==> src/rtl/ahb_to_apb_bridge.sv <==
// AHB-Lite slave to APB3 master bridge: one APB SETUP/ACCESS sequence per accepted AHB transfer.
// Latency: address phase N, SETUP N+1, ACCESS N+2, data phase completes N+3 plus APB wait states (+1 on error).
// Backpressure: HREADYOUT is held low while the APB slave stalls with PREADY; PSLVERR becomes a two-cycle ERROR.
module ahb_to_apb_bridge #(
    parameter int ADDRWIDTH = 12
) (
    input  logic                 HCLK,
    input  logic                 HRESETn,
    input  logic                 HSEL,
    input  logic [31:0]          HADDR,
    input  logic [1:0]           HTRANS,
    input  logic                 HWRITE,
    input  logic [2:0]           HSIZE,
    input  logic                 HREADY,
    input  logic [31:0]          HWDATA,
    output logic                 HREADYOUT,
    output logic                 HRESP,
    output logic [31:0]          HRDATA,
    output logic [ADDRWIDTH-1:0] PADDR,
    output logic                 PSEL,
    output logic                 PENABLE,
    output logic                 PWRITE,
    output logic [31:0]          PWDATA,
    input  logic                 PREADY,
    input  logic [31:0]          PRDATA,
    input  logic                 PSLVERR
);

    typedef enum logic [2:0] {
        ST_IDLE   = 3'd0,
        ST_SETUP  = 3'd1,
        ST_ACCESS = 3'd2,
        ST_ERR1   = 3'd3,
        ST_ERR2   = 3'd4
    } state_t;

    state_t state_q;
    state_t state_d;

    logic can_accept;
    logic accept;
    logic rd_capture;

    // Next-cycle values of the registered bus outputs, decoded from state_d.
    logic psel_d;
    logic penable_d;
    logic hreadyout_d;
    logic hresp_d;

    // HSIZE is ignored (all transfers are word-sized); HTRANS[0] only splits NONSEQ/SEQ;
    // HADDR above the APB window and the byte offset are dropped by word alignment.
    logic unused_inputs;
    assign unused_inputs = ^{HSIZE, HTRANS[0], HADDR[31:ADDRWIDTH], HADDR[1:0]};

    // Write data passes straight through; the AHB master holds it while HREADYOUT is low.
    assign PWDATA = HWDATA;

    // A new address phase is only taken when our own data phase is finishing (HREADYOUT high).
    always_comb begin
        can_accept = (state_q == ST_IDLE) || (state_q == ST_ERR2);
        accept     = can_accept && HSEL && HREADY && HTRANS[1];
        rd_capture = (state_q == ST_ACCESS) && PREADY && !PSLVERR && !PWRITE;
    end

    // Next-state decode plus the Moore outputs for the coming cycle.
    always_comb begin
        state_d = state_q;
        case (state_q)
            ST_IDLE: begin
                if (accept) begin
                    state_d = ST_SETUP;
                end
            end
            ST_SETUP: begin
                state_d = ST_ACCESS;
            end
            ST_ACCESS: begin
                if (PREADY) begin
                    state_d = PSLVERR ? ST_ERR1 : ST_IDLE;
                end
            end
            ST_ERR1: begin
                state_d = ST_ERR2;
            end
            ST_ERR2: begin
                state_d = accept ? ST_SETUP : ST_IDLE;
            end
            default: begin
                state_d = ST_IDLE;
            end
        endcase

        psel_d      = (state_d == ST_SETUP) || (state_d == ST_ACCESS);
        penable_d   = (state_d == ST_ACCESS);
        hreadyout_d = (state_d == ST_IDLE) || (state_d == ST_ERR2);
        hresp_d     = (state_d == ST_ERR1) || (state_d == ST_ERR2);
    end

    // State register; reset abandons any transfer in flight without reporting it.
    always_ff @(posedge HCLK) begin
        if (!HRESETn) begin
            state_q <= ST_IDLE;
        end else begin
            state_q <= state_d;
        end
    end

    // Registered bus handshake outputs so HREADYOUT/PSEL never glitch.
    always_ff @(posedge HCLK) begin
        if (!HRESETn) begin
            PSEL      <= 1'b0;
            PENABLE   <= 1'b0;
            HREADYOUT <= 1'b1;
            HRESP     <= 1'b0;
        end else begin
            PSEL      <= psel_d;
            PENABLE   <= penable_d;
            HREADYOUT <= hreadyout_d;
            HRESP     <= hresp_d;
        end
    end

    // Address and direction are captured only on accept and stay frozen through ACCESS.
    always_ff @(posedge HCLK) begin
        if (!HRESETn) begin
            PADDR  <= '0;
            PWRITE <= 1'b0;
        end else if (accept) begin
            PADDR  <= {HADDR[ADDRWIDTH-1:2], 2'b00};
            PWRITE <= HWRITE;
        end
    end

    // Read data is latched on a clean read completion and held until the next one.
    always_ff @(posedge HCLK) begin
        if (!HRESETn) begin
            HRDATA <= '0;
        end else if (rd_capture) begin
            HRDATA <= PRDATA;
        end
    end

endmodule

==> config.mk <==
export PLATFORM = sky130hd
export DESIGN_NAME = ahb_to_apb_bridge
export DESIGN_NICKNAME = d
export VERILOG_FILES = /design/src/rtl/ahb_to_apb_bridge.sv
export SDC_FILE = /design/constraint.sdc
export NUM_CORES = 1
export LEC_CHECK = 0
export ABC_CLOCK_PERIOD_IN_PS = 1500
export CORE_MARGIN = 4
export CORE_UTILIZATION = 30
export DETAILED_ROUTE_END_ITERATION = 12
export PLACE_DENSITY = 0.79
export SETUP_SLACK_MARGIN = 0.05
export SLEW_MARGIN = 20
export SYNTH_ARGS = -nofsm -noshare
export SYNTH_HDL_FRONTEND = slang
export SYNTH_SLANG_ARGS = --single-unit
==> constraint.sdc <==
create_clock -name HCLK -period 1.5 [get_ports HCLK]
set_input_delay 0.3 -clock HCLK [delete_from_list [all_inputs] [get_ports HCLK]]
set_output_delay 0.3 -clock HCLK [all_outputs]
set_load 0.1 [all_outputs]
==> flow_summary.toml <==
[routing]
via_per_inst = 4.523
wl_per_cell_um = 14.04
dr.first_iter.drc_count = 29
finalWirelength_um = 5505
num_vias = 1773
antenna_left = 0
dr.pass1.iters = 4
drc = 0

[clock_network]
clkTransAtPathRegs_ns = 0.08
cts_sinks = 50
clock-root-buffer = "clkbuf_8"
ctsHoldBuffers = 0
cts_buffers = 5
cts_buffer_depth = 2
cts_max_level = 2
cts_tree = "yes"
clkLatencyLatePin_ns = 0.29

[synthesis]
synth_area_um2 = 2034
synth_xor_xnor_area_share = 0
synth_top_area_frac = 0.4920
yosys.area_share.simple = 0.1765
synth_edf_count = 0
synthFlopType = "dfxtp_1"
yosys_warnings = 0
synthArstFlopShare = 0
yosys.cell_types.count = 22
synth_most_common_cell = "nand2_1"
synth_commonest_cells = "nand2_1, dfxtp_1, a21oi_1"
ys_seq_elements = 50
muxShareOfSynthArea = 0.05412
synthCells = 239
synth.area.top_cells = "dfxtp_1, buf_4, nand2_1"
synth_compound_area_frac = 0.1052
yosysSeqAreaShare = 0.4920
yosys.area.top_type = "dfxtp_1"
syn_avg_cell_area_um2 = 8.512
synth_top_family_by_area = "simple AND/OR/NAND/NOR gates"
synthAdderAreaFrac = 0

[finish]
area_growth_pct = 78.11
multi_input_area_um2 = 762.0
antenna-diode-count = 0
final-instance-count-excl-fill = 392
fill_cells = 542
drive_above_1_share = 0.2952
num-nets-final = 423
seqCellArea_um2 = 1005

[floorplanning]
row_count = 29
die_x_um = 90.35
initial_utilization = 0.3150
coreArea_um2 = 6459
die_area_um2 = 8163
io_pins = 189
dieHeight_um = 90.35

[placed_design]
dp.cells = 379
dp_hpwl_um = 4028
port-buffer-count = 96
gp_congestion = 0.6775

[sta]
min_period_ns = 1.413
rsz0062_at_grt = "true"
drv_slew = 0
skew_ns = 0.003486
fin_worst_hold_slack_ns = 0.4934
finalCritPeriodShare = 0.9423
fmax_mhz = 707.5
hold_violations = 0
setup_viol = 0

[global_routing]
grt_usage = 0.1297
grt_max_degree = 25
first_global_vias = 1830
antenna_found_initial = 0
overflow = 0
grt_pass1_wl_um = 8763

[setup_path]
critPathRequiredTime_ns = 1.73
arrival_ns = 1.64
critPathCaptureType = "flop"
cp-start-kind = "primary input"
crit_fanout = 7
rrSetupSlack_ns = 0.11
crit_type = "primary input to flop"
worstSetupStartpoint = "PSLVERR"
reg2reg_from = "state_q[2]"

[worst_hold_path]
hp-class = "flop to flop"
hp-start = "HRDATA[26]"

[power]
vdd.ir_drop.worst_mv = 0.4004
power.density_nw_per_um2 = 715.0
p_leak_uw = 0.001327

[outcome]
status = "finished clean"

[flow_run]
maxCapViolCount = 0
per-layer routing:
layer  vias up  share of wire  wire (µm)  GRT usage
met4         0          0.013         72    0.04974
li1        881              -          -          -
met3         6           0.10        551    0.05917
met5         -              0          0          0
met2        81           0.50       2745     0.2197
met1       805           0.39       2135     0.1415
per-stage QoR:
stage          power, µW  setup WS (ns)    util  TNS [ns]  instance area [µm²]
2_1_floorplan       2036        0.06585       -         0                 2039
3_3_place_gp        1885        -0.2758  0.5223    -9.481                 3373
3_5_place_dp        1892        -0.3112  0.5223    -11.09                 3373
4_1_cts             2634        0.06108  0.5426         0                 3505
5_1_grt             2717       0.003064  0.5610         0                 3623
6_report            2591        0.08656  0.5610         0                 3623
cell type report:
class                           count  area share
Tap cell                           77     0.02659
Sequential cell                    50      0.2773
Multi-Input combinational cell    140      0.2103
Inverter                            3    0.003108
Timing Repair Buffer              115      0.4617
Clock buffer                        7     0.02106
power breakdown:
| group | switching, µW | total, µW | internal [µW] |
|---|---|---|---|
| clock | 398 | 720 | 322 |
| sequential | 23.3 | 1370 | 1350 |
| combinational | 263 | 499 | 236 |
path summary, 6_finish.rpt:
| kind | to | cells past startpoint |
|---|---|---|
| setup / recovery | HRDATA[9] | 7 |
| hold / removal | HRDATA[26] | 2 |
| setup reg to reg | HRDATA[9] | 7 |
| hold reg to reg | HRDATA[26] | 2 |
repair_timing:
item / in CTS / in global routing
resized for setup: 6 / 18
gates cloned: 1 / 2
setup buffers: 2 / 1
setup endpoints to repair: 32 / 32
pin swaps: 1 / 6
critical path: stages:
cell and delay (ns):
clkdlybuf4s50_1 0.49, buf_4 0.18, nor3_4 0.19, buf_6 0.15
clkbuf_16 0.14, nand2_1 0.07, a21oi_2 0.12
state kept, by name, indices dropped and copies added (netlist names):
register and count:
HREADYOUT 1, PADDR 10, PENABLE 1, HRDATA 32
state_q 3, PWRITE 1, PSEL 1, HRESP 1
cells by family (layout without fill, tap and decap cells):
logic type	count (synthesis)	in the layout
AND/OR/NAND/NOR	87	87
flip-flops	50	50
buffers and inverters	50	125
AO/OA/AOI/OAI	40	40
multiplexers	11	11
other	1	2
cells in the final DEF (no fill, tap or decap), drive strengths merged, types with 2 or more instances in the layout:
master	instances
nand2	64
buf	64
dfxtp	50
clkdlybuf4s50	48
a21oi	36
nor2	13
mux2i	11
clkbuf	9
nor3	4
inv	3
nand2b	2
conb	2
(Power assumes the default switching activity.)
